## src/rtl/ctrl_pkg.sv

```systemverilog
// Shared definitions for the multicycle MIPS control unit: state codes,
// instruction field values, datapath select encodings and decode helpers.
package ctrl_pkg;

    typedef enum logic [5:0] {
        ST_RST     = 6'd0,
        ST_FETCH   = 6'd1,
        ST_FWAIT   = 6'd2,
        ST_IRLD    = 6'd3,
        ST_DEC     = 6'd4,
        ST_R_EX    = 6'd5,
        ST_R_WB    = 6'd6,
        ST_MADDR   = 6'd7,
        ST_LRD     = 6'd8,
        ST_LWAIT   = 6'd9,
        ST_LWB     = 6'd10,
        ST_SWR     = 6'd11,
        ST_BEQ     = 6'd12,
        ST_BNE     = 6'd13,
        ST_I_EX    = 6'd14,
        ST_I_WB    = 6'd15,
        ST_JMP     = 6'd16,
        ST_EXC_OP  = 6'd17,
        ST_EXC_OVF = 6'd18,
        ST_EXC_VEC = 6'd19
    } state_t;

    localparam logic [5:0] OP_RTYPE = 6'h00;
    localparam logic [5:0] OP_J     = 6'h02;
    localparam logic [5:0] OP_BEQ   = 6'h04;
    localparam logic [5:0] OP_BNE   = 6'h05;
    localparam logic [5:0] OP_ADDI  = 6'h08;
    localparam logic [5:0] OP_LW    = 6'h23;
    localparam logic [5:0] OP_SW    = 6'h2B;

    localparam logic [5:0] FN_JR    = 6'h08;
    localparam logic [5:0] FN_ADD   = 6'h20;
    localparam logic [5:0] FN_SUB   = 6'h22;
    localparam logic [5:0] FN_AND   = 6'h24;
    localparam logic [5:0] FN_OR    = 6'h25;
    localparam logic [5:0] FN_SLT   = 6'h2A;

    localparam logic [2:0] ALU_ADD  = 3'b000;
    localparam logic [2:0] ALU_SUB  = 3'b001;
    localparam logic [2:0] ALU_AND  = 3'b010;
    localparam logic [2:0] ALU_OR   = 3'b011;
    localparam logic [2:0] ALU_SLT  = 3'b100;

    localparam logic [1:0] SRCB_B       = 2'b00;
    localparam logic [1:0] SRCB_FOUR    = 2'b01;
    localparam logic [1:0] SRCB_IMM     = 2'b10;
    localparam logic [1:0] SRCB_IMM_SH2 = 2'b11;

    localparam logic [1:0] PCS_ALU    = 2'b00;
    localparam logic [1:0] PCS_ALUOUT = 2'b01;
    localparam logic [1:0] PCS_JUMP   = 2'b10;
    localparam logic [1:0] PCS_EXC_A  = 2'b11;

    typedef struct packed {
        logic       pc_write;
        logic       ior_d;
        logic       mem_read;
        logic       mem_write;
        logic       ir_write;
        logic       reg_write;
        logic       mem_to_reg;
        logic       reg_dst;
        logic       alu_src_a;
        logic       a_write;
        logic       b_write;
        logic       epc_write;
        logic       reset_pc;
        logic       reset_a;
        logic       reset_b;
        logic       reset_epc;
        logic [1:0] alu_src_b;
        logic [2:0] alu_op;
        logic [1:0] pc_source;
    } ctrl_out_t;

    function automatic logic funct_is_alu(input logic [5:0] funct);
        return (funct == FN_ADD) || (funct == FN_SUB) || (funct == FN_AND) ||
               (funct == FN_OR)  || (funct == FN_SLT);
    endfunction

    // Unrecognised functs fall back to ADD; they never reach write-back.
    function automatic logic [2:0] funct_alu_op(input logic [5:0] funct);
        case (funct)
            FN_SUB:  return ALU_SUB;
            FN_AND:  return ALU_AND;
            FN_OR:   return ALU_OR;
            FN_SLT:  return ALU_SLT;
            default: return ALU_ADD;
        endcase
    endfunction

endpackage

```

## src/rtl/multicycle_control_if.sv

```systemverilog
// Control/datapath bundle: instruction fields and ALU flags in, every
// datapath enable, select and clear strobe out, plus the debug state code.
interface multicycle_control_if;
    logic [5:0] OP;
    logic [5:0] Funct;
    logic       Zero;
    logic       Overflow;
    logic [5:0] Estado;
    logic       PCWrite;
    logic       IorD;
    logic       MemRead;
    logic       MemWrite;
    logic       IRWrite;
    logic       RegWrite;
    logic       MemtoReg;
    logic       RegDst;
    logic       AluSrcA;
    logic       AWrite;
    logic       BWrite;
    logic       EPCWrite;
    logic       ResetPC;
    logic       ResetA;
    logic       ResetB;
    logic       ResetEPC;
    logic [1:0] AluSrcB;
    logic [2:0] AluOp;
    logic [1:0] PCSource;

    modport master (
        input  OP, Funct, Zero, Overflow,
        output Estado, PCWrite, IorD, MemRead, MemWrite, IRWrite, RegWrite,
               MemtoReg, RegDst, AluSrcA, AWrite, BWrite, EPCWrite,
               ResetPC, ResetA, ResetB, ResetEPC, AluSrcB, AluOp, PCSource
    );

    modport slave (
        output OP, Funct, Zero, Overflow,
        input  Estado, PCWrite, IorD, MemRead, MemWrite, IRWrite, RegWrite,
               MemtoReg, RegDst, AluSrcA, AWrite, BWrite, EPCWrite,
               ResetPC, ResetA, ResetB, ResetEPC, AluSrcB, AluOp, PCSource
    );
endinterface

```

## src/rtl/ctrl_wait_counter.sv

```systemverilog
// 3-bit loadable down-counter used to stretch memory read states.
// done is high on the last wait cycle, i.e. when this cycle's decrement reaches zero.
module ctrl_wait_counter (
    input  logic       clk,
    input  logic       srst,
    input  logic       load,
    input  logic [2:0] value,
    output logic       done
);
    logic [2:0] count_reg;
    logic [2:0] count_next;

    always_comb begin
        count_next = count_reg;
        if (load) begin
            count_next = value;
        end else if (count_reg != 3'd0) begin
            count_next = count_reg - 3'd1;
        end
    end

    always_ff @(posedge clk) begin
        if (srst) begin
            count_reg <= 3'd0;
        end else begin
            count_reg <= count_next;
        end
    end

    assign done = (count_reg <= 3'd1);
endmodule

```

## src/rtl/multicycle_control.sv

```systemverilog
// Main control FSM of the multicycle MIPS core. Define CTRL_EXCEPTION_EN to
// build the illegal-instruction / overflow exception path (states 17..19).
module multicycle_control
    import ctrl_pkg::*;
#(
    parameter int MEM_WAIT = 1
) (
    input  logic                   Clock,
    input  logic                   Reset,
    multicycle_control_if.master   bus
);

`ifdef CTRL_EXCEPTION_EN
    localparam bit EXC_EN = 1'b1;
`else
    localparam bit EXC_EN = 1'b0;
`endif

    localparam logic [2:0] WAIT_INIT = 3'(MEM_WAIT);

    state_t    state_reg;
    state_t    state_next;
    ctrl_out_t ctrl;
    logic      wait_load;
    logic      wait_done;
    logic      funct_arith;

    assign wait_load   = (state_reg == ST_FETCH) || (state_reg == ST_LRD);
    assign funct_arith = (bus.Funct == FN_ADD) || (bus.Funct == FN_SUB);

    ctrl_wait_counter u_wait (
        .clk   (Clock),
        .srst  (Reset),
        .load  (wait_load),
        .value (WAIT_INIT),
        .done  (wait_done)
    );

    always_ff @(posedge Clock) begin
        if (Reset) begin
            state_reg <= ST_RST;
        end else begin
            state_reg <= state_next;
        end
    end

    always_comb begin
        state_next = state_reg;
        case (state_reg)
            ST_RST:   state_next = ST_FETCH;
            ST_FETCH: state_next = (WAIT_INIT == 3'd0) ? ST_IRLD : ST_FWAIT;
            ST_FWAIT: if (wait_done) state_next = ST_IRLD;
            ST_IRLD:  state_next = ST_DEC;
            ST_DEC: begin
                case (bus.OP)
                    OP_RTYPE:     state_next = ST_R_EX;
                    OP_LW, OP_SW: state_next = ST_MADDR;
                    OP_BEQ:       state_next = ST_BEQ;
                    OP_BNE:       state_next = ST_BNE;
                    OP_ADDI:      state_next = ST_I_EX;
                    OP_J:         state_next = ST_JMP;
                    default:      state_next = EXC_EN ? ST_EXC_OP : ST_FETCH;
                endcase
            end
            ST_R_EX: begin
                if (bus.Funct == FN_JR) begin
                    state_next = ST_FETCH;
                end else if (!funct_is_alu(bus.Funct)) begin
                    state_next = EXC_EN ? ST_EXC_OP : ST_FETCH;
                end else if (EXC_EN && funct_arith && bus.Overflow) begin
                    state_next = ST_EXC_OVF;
                end else begin
                    state_next = ST_R_WB;
                end
            end
            ST_MADDR:   state_next = (bus.OP == OP_SW) ? ST_SWR : ST_LRD;
            ST_LRD:     state_next = (WAIT_INIT == 3'd0) ? ST_LWB : ST_LWAIT;
            ST_LWAIT:   if (wait_done) state_next = ST_LWB;
            ST_I_EX:    state_next = (EXC_EN && bus.Overflow) ? ST_EXC_OVF : ST_I_WB;
            ST_EXC_OP,
            ST_EXC_OVF: state_next = ST_EXC_VEC;
            ST_R_WB, ST_LWB, ST_SWR, ST_BEQ, ST_BNE, ST_I_WB, ST_JMP,
            ST_EXC_VEC: state_next = ST_FETCH;
            default:    state_next = ST_RST;
        endcase
    end

    // Outputs follow the state register; only R_EX (AluOp, jr) and the
    // branch states (PCWrite) also look at the instruction/flag inputs.
    always_comb begin
        ctrl = '0;
        case (state_reg)
            ST_RST: begin
                ctrl.reset_pc  = 1'b1;
                ctrl.reset_a   = 1'b1;
                ctrl.reset_b   = 1'b1;
                ctrl.reset_epc = 1'b1;
            end
            ST_FETCH, ST_FWAIT: ctrl.mem_read = 1'b1;
            ST_IRLD: begin
                ctrl.ir_write  = 1'b1;
                ctrl.pc_write  = 1'b1;
                ctrl.pc_source = PCS_ALU;
                ctrl.alu_src_b = SRCB_FOUR;
                ctrl.alu_op    = ALU_ADD;
            end
            ST_DEC: begin
                ctrl.a_write   = 1'b1;
                ctrl.b_write   = 1'b1;
                ctrl.alu_src_b = SRCB_IMM_SH2;
                ctrl.alu_op    = ALU_ADD;
            end
            ST_R_EX: begin
                ctrl.alu_src_a = 1'b1;
                ctrl.alu_src_b = SRCB_B;
                ctrl.alu_op    = funct_alu_op(bus.Funct);
                if (bus.Funct == FN_JR) begin
                    ctrl.pc_write  = 1'b1;
                    ctrl.pc_source = PCS_EXC_A;
                end
            end
            ST_R_WB: begin
                ctrl.reg_write = 1'b1;
                ctrl.reg_dst   = 1'b1;
            end
            ST_MADDR, ST_I_EX: begin
                ctrl.alu_src_a = 1'b1;
                ctrl.alu_src_b = SRCB_IMM;
                ctrl.alu_op    = ALU_ADD;
            end
            ST_LRD, ST_LWAIT: begin
                ctrl.mem_read = 1'b1;
                ctrl.ior_d    = 1'b1;
            end
            ST_LWB: begin
                ctrl.reg_write  = 1'b1;
                ctrl.mem_to_reg = 1'b1;
            end
            ST_SWR: begin
                ctrl.mem_write = 1'b1;
                ctrl.ior_d     = 1'b1;
            end
            ST_BEQ, ST_BNE: begin
                ctrl.alu_src_a = 1'b1;
                ctrl.alu_src_b = SRCB_B;
                ctrl.alu_op    = ALU_SUB;
                ctrl.pc_source = PCS_ALUOUT;
                ctrl.pc_write  = (state_reg == ST_BEQ) ? bus.Zero : !bus.Zero;
            end
            ST_I_WB: ctrl.reg_write = 1'b1;
            ST_JMP: begin
                ctrl.pc_write  = 1'b1;
                ctrl.pc_source = PCS_JUMP;
            end
            ST_EXC_OP, ST_EXC_OVF: begin
                ctrl.alu_src_b = SRCB_FOUR;
                ctrl.alu_op    = ALU_SUB;
                ctrl.epc_write = 1'b1;
            end
            ST_EXC_VEC: begin
                ctrl.pc_write  = 1'b1;
                ctrl.pc_source = PCS_EXC_A;
            end
            default: ;
        endcase
    end

    assign bus.Estado   = state_reg;
    assign bus.PCWrite  = ctrl.pc_write;
    assign bus.IorD     = ctrl.ior_d;
    assign bus.MemRead  = ctrl.mem_read;
    assign bus.MemWrite = ctrl.mem_write;
    assign bus.IRWrite  = ctrl.ir_write;
    assign bus.RegWrite = ctrl.reg_write;
    assign bus.MemtoReg = ctrl.mem_to_reg;
    assign bus.RegDst   = ctrl.reg_dst;
    assign bus.AluSrcA  = ctrl.alu_src_a;
    assign bus.AWrite   = ctrl.a_write;
    assign bus.BWrite   = ctrl.b_write;
    assign bus.ResetPC  = ctrl.reset_pc;
    assign bus.ResetA   = ctrl.reset_a;
    assign bus.ResetB   = ctrl.reset_b;
    assign bus.ResetEPC = ctrl.reset_epc;
    assign bus.AluSrcB  = ctrl.alu_src_b;
    assign bus.AluOp    = ctrl.alu_op;
    assign bus.PCSource = ctrl.pc_source;
`ifdef CTRL_EXCEPTION_EN
    assign bus.EPCWrite = ctrl.epc_write;
`else
    assign bus.EPCWrite = 1'b0;
`endif

endmodule

```

## src/flat_wrapper.sv

```systemverilog
// flat-port wrapper written by rule: the top's interface ports become plain ports
module multicycle_control_flat import ctrl_pkg::*;
#(
    parameter int MEM_WAIT = 1
)
  (Clock, Reset, bus_OP, bus_Funct, bus_Zero, bus_Overflow, bus_Estado, bus_PCWrite, bus_IorD, bus_MemRead, bus_MemWrite, bus_IRWrite, bus_RegWrite, bus_MemtoReg, bus_RegDst, bus_AluSrcA, bus_AWrite, bus_BWrite, bus_EPCWrite, bus_ResetPC, bus_ResetA, bus_ResetB, bus_ResetEPC, bus_AluSrcB, bus_AluOp, bus_PCSource);
  multicycle_control_if bus_i ();
  input  logic Clock;
  input  logic Reset;
  input wire logic [$bits(bus_i.OP)-1:0] bus_OP;
  input wire logic [$bits(bus_i.Funct)-1:0] bus_Funct;
  input wire logic [$bits(bus_i.Zero)-1:0] bus_Zero;
  input wire logic [$bits(bus_i.Overflow)-1:0] bus_Overflow;
  output wire logic [$bits(bus_i.Estado)-1:0] bus_Estado;
  output wire logic [$bits(bus_i.PCWrite)-1:0] bus_PCWrite;
  output wire logic [$bits(bus_i.IorD)-1:0] bus_IorD;
  output wire logic [$bits(bus_i.MemRead)-1:0] bus_MemRead;
  output wire logic [$bits(bus_i.MemWrite)-1:0] bus_MemWrite;
  output wire logic [$bits(bus_i.IRWrite)-1:0] bus_IRWrite;
  output wire logic [$bits(bus_i.RegWrite)-1:0] bus_RegWrite;
  output wire logic [$bits(bus_i.MemtoReg)-1:0] bus_MemtoReg;
  output wire logic [$bits(bus_i.RegDst)-1:0] bus_RegDst;
  output wire logic [$bits(bus_i.AluSrcA)-1:0] bus_AluSrcA;
  output wire logic [$bits(bus_i.AWrite)-1:0] bus_AWrite;
  output wire logic [$bits(bus_i.BWrite)-1:0] bus_BWrite;
  output wire logic [$bits(bus_i.EPCWrite)-1:0] bus_EPCWrite;
  output wire logic [$bits(bus_i.ResetPC)-1:0] bus_ResetPC;
  output wire logic [$bits(bus_i.ResetA)-1:0] bus_ResetA;
  output wire logic [$bits(bus_i.ResetB)-1:0] bus_ResetB;
  output wire logic [$bits(bus_i.ResetEPC)-1:0] bus_ResetEPC;
  output wire logic [$bits(bus_i.AluSrcB)-1:0] bus_AluSrcB;
  output wire logic [$bits(bus_i.AluOp)-1:0] bus_AluOp;
  output wire logic [$bits(bus_i.PCSource)-1:0] bus_PCSource;
  assign bus_i.OP = bus_OP;
  assign bus_i.Funct = bus_Funct;
  assign bus_i.Zero = bus_Zero;
  assign bus_i.Overflow = bus_Overflow;
  assign bus_Estado = bus_i.Estado;
  assign bus_PCWrite = bus_i.PCWrite;
  assign bus_IorD = bus_i.IorD;
  assign bus_MemRead = bus_i.MemRead;
  assign bus_MemWrite = bus_i.MemWrite;
  assign bus_IRWrite = bus_i.IRWrite;
  assign bus_RegWrite = bus_i.RegWrite;
  assign bus_MemtoReg = bus_i.MemtoReg;
  assign bus_RegDst = bus_i.RegDst;
  assign bus_AluSrcA = bus_i.AluSrcA;
  assign bus_AWrite = bus_i.AWrite;
  assign bus_BWrite = bus_i.BWrite;
  assign bus_EPCWrite = bus_i.EPCWrite;
  assign bus_ResetPC = bus_i.ResetPC;
  assign bus_ResetA = bus_i.ResetA;
  assign bus_ResetB = bus_i.ResetB;
  assign bus_ResetEPC = bus_i.ResetEPC;
  assign bus_AluSrcB = bus_i.AluSrcB;
  assign bus_AluOp = bus_i.AluOp;
  assign bus_PCSource = bus_i.PCSource;
  multicycle_control #(.MEM_WAIT(MEM_WAIT)) u_core (.Clock(Clock), .Reset(Reset), .bus(bus_i));
endmodule
```

## config.mk

```make
export PLATFORM = sky130hd
export DESIGN_NAME = multicycle_control_flat
export DESIGN_NICKNAME = d
export VERILOG_FILES = /design/src/rtl/ctrl_pkg.sv /design/src/rtl/multicycle_control_if.sv /design/src/rtl/ctrl_wait_counter.sv /design/src/rtl/multicycle_control.sv /design/src/flat_wrapper.sv
export SDC_FILE = /design/constraint.sdc
export NUM_CORES = 1
export LEC_CHECK = 0
export CAP_MARGIN = 20
export CORE_MARGIN = 8
export CORE_UTILIZATION = 40
export DETAILED_ROUTE_END_ITERATION = 12
export GPL_TIMING_DRIVEN = 0
export HOLD_SLACK_MARGIN = 0.12
export PLACE_DENSITY = 0.79
export SLEW_MARGIN = 20
export SYNTH_ARGS = -nofsm -noshare
export SYNTH_HDL_FRONTEND = slang
export SYNTH_HIERARCHICAL = 1
export SYNTH_SLANG_ARGS = --single-unit
```

## constraint.sdc

```tcl
create_clock -name Clock -period 2.36 [get_ports Clock]
set_input_delay 0.472 -clock Clock [delete_from_list [all_inputs] [get_ports Clock]]
set_output_delay 0.472 -clock Clock [all_outputs]
set_load 0.005 [all_outputs]
```

==> impl_metrics.env <==
export IMPL_post_drt_wl_per_cell_um=16.1
export IMPL_multiInputGateArea_sq_mm=0.00101
export IMPL_yosysTopAreaCell="dfxtp_1"
export IMPL_cts_buffers=3
export IMPL_clock_sinks=8
export IMPL_cp_cell_sequence="buf_4, or2_4, nor4_4, clkdlybuf4s50_1"
export IMPL_globalRouteTotalUtil_pct=15.1
export IMPL_final_cells=260
export IMPL_synth_top_area_share_pct=12.7
export IMPL_cellPowerDensity_mw_per_mm2=519
export IMPL_h_tree_depth=1
export IMPL_hp_start="u_core/u_wait/count_reg[0]"
export IMPL_crit_path_start="u_core/bus.Estado[3]"
export IMPL_finalSetupViolCount=0
export IMPL_syn_to_final_growth_pct=50.6
export IMPL_largest_reg_flops=5
export IMPL_vias=1517
export IMPL_max_slew_margin_pct=55.9
export IMPL_synth_top_cells_by_area="dfxtp_1 (13%), nor3_1 (5.2%), nor4b_1 (4.9%)"
export IMPL_syn_avg_cell_area_sq_um=7.60
export IMPL_synth_enable_flop_cells=0
export IMPL_worst_path_max_fanout=7
export IMPL_die_h_um=72.2
export IMPL_path_class="reg -> out"
export IMPL_clk_latency_ns=0.25
export IMPL_grt_pass1_wl_mm=6.54
export IMPL_tns_ns=0
export IMPL_yosysMostFrequentCell="nor2_1"
export IMPL_viasPerCell=5.83
export IMPL_routed_wl_mm=4.18
export IMPL_num_antenna_cells=0
export IMPL_cts_hold_buf=0
export IMPL_routabilityCongestion=0.862
export IMPL_finalCritPeriodShare_pct=98.8
export IMPL_finalMaxSlewViolations=0
export IMPL_synth_seq_area_share_pct=12.7
export IMPL_critical_path_startpoint_type="register"
export IMPL_root_buffer="clkbuf_4"
export IMPL_max_freq_mhz=429
export IMPL_skew_ns=0.00666
export IMPL_synth_warnings=6
export IMPL_tightest_slew_ns=0.657
export IMPL_cts_tree="done"
export IMPL_port_buffers=39
export IMPL_fp_coreArea_sq_mm=0.00303
export IMPL_final_nets=237
export IMPL_drtAntennaViolNets=0
export IMPL_synthFlopType="dfxtp_1"
export IMPL_finish_utilization_pct=62.7
export IMPL_ys_ff_latch=8
export IMPL_clk_path_buf_depth=2
export IMPL_rsz0062_at_grt="yes"
export IMPL_synthesis_area_sq_mm=0.00126
export IMPL_rows=20
export IMPL_max_stage_delay_ns=0.57
export IMPL_post_route_min_period_ns=2.33
export IMPL_first_pass_iters=4
export IMPL_min_path_type="reg -> reg"
export IMPL_run_status="finished, final reports clean"
export IMPL_grt_pass1_vias=1424
export IMPL_dr_first_iter_drc_count=141
export IMPL_required_ns=1.89
export IMPL_dp_cells=252
export IMPL_hold_violations=0
export IMPL_drive_gt1_share_pct=27.8
export IMPL_ys_types=55
export IMPL_slowest_stage="clkdlybuf4s50_1"
export IMPL_start_util_pct=41.7
export IMPL_synthTopCellsByCount="nor2_1 (14), nor3_1 (13), dfxtp_1 (8), nand2b_1 (8), nor2b_1 (8)"
export IMPL_seqCellArea_sq_um=169
export IMPL_clk_pin_slew_ns=0.06
export IMPL_dp_hpwl_mm=2.94
export IMPL_r2r_start="u_core/bus.Estado[4]"
export IMPL_r2r_slack_ns=0.40
export IMPL_async_flop_share_pct=0
export IMPL_cp_arrival_ns=1.86
export IMPL_static_leakage_power_nw=0.716
export IMPL_grt_overflow=0
export IMPL_ir_drop_mv=0.437
export IMPL_grt_antenna_before_repair=0
export IMPL_syn_inst=166
export IMPL_drc=0
export IMPL_grt_max_degree=11
export IMPL_end_kind="output port"
export IMPL_ios=45
export IMPL_dieArea_sq_mm=0.00521
export IMPL_nFillCells=273
export IMPL_dieWidth_um=72.2
export IMPL_cap_violations=0
cell type report:
cell class	count	area share [%]
repair buffers	46	23.2
clock buffers	3	1.19
flip-flops and latches	8	8.89
plain buffers	17	9.35
multi-input cells	136	53.3
well taps	44	2.90
inverters	6	1.19
critical path, delay by kind of cell (launching register included):
kind,cells,cell delay [ns]
and+or+nand+nor,2,0.55
DFF,1,0.36
buffers and inverters,2,0.70
placed cells by master (no fill, tap or decap), drive strengths merged, types with 4 or more instances in the layout:
master / n
clkdlybuf4s50: 27
buf: 25
nor2: 14
nor3: 13
clkbuf: 9
nor2b: 8
nand2b: 8
dfxtp: 8
nor4b: 7
inv: 6
a21oi: 6
conb: 5
nand2: 5
a211oi: 5
o21ai: 5
dlygate4sd2: 4
nand3: 4
o31ai: 4
nor4: 4
power by group:
| part | internal, mW | switching (mW) | leakage (nW) |
|---|---|---|---|
| logic | 0.360 | 0.316 | 0.634 |
| registers | 0.168 | 0.0371 | 0.0678 |
| clock network | 0.0581 | 0.0452 | 0.0138 |
worst paths after layout:
path | cells past startpoint | to
min | 2 | u_core/u_wait/count_reg[0]
max reg2reg | 5 | u_core/u_wait/count_reg[1]
max | 4 | bus_ResetA
min reg2reg | 2 | u_core/u_wait/count_reg[0]
cells by family after synthesis:
logic type / after synthesis / share of synthesized area, %
buf+inv: 25 / 15.2
xor+xnor: 5 / 3.47
simple gates: 79 / 37.2
flops: 8 / 12.7
other cells: 2 / 0.595
compound gates: 41 / 25.4
mux: 3 / 2.48
fa+ha+maj: 3 / 2.98
routing by layer:
metal | global-route usage, % | vias to the layer above | part of all wire [%]
met5 | 0 | - | 0
met4 | 3.17 | 0 | 1.3
met1 | 17.5 | 706 | 37
met2 | 26.5 | 93 | 51
met3 | 4.27 | 10 | 10
li1 | - | 708 | -
metrics by stage:
| stage | worst slack, ns | area [sq um] | hold slack (ns) | total power [mW] |
|---|---|---|---|---|
| 2_1_floorplan | 0.391 | 1270 | 0.540 | 0.584 |
| 3_3_place_gp | -0.197 | 1720 | 0.644 | 0.778 |
| 3_5_place_dp | -0.218 | 1720 | 0.652 | 0.794 |
| 4_1_cts | 0.00154 | 1820 | 0.658 | 0.941 |
| 5_1_grt | -0.0194 | 1900 | 0.700 | 1.06 |
| 6_report | 0.0292 | 1900 | 0.662 | 0.985 |
what timing repair did:
action / in CTS / in global routing
setup endpoints to repair: 16 / 9
pin swaps: 5 / 5
resized for setup: 39 / 11
setup buffers: 1 / 6
No activity file was read; power rests on OpenSTA's default activity.
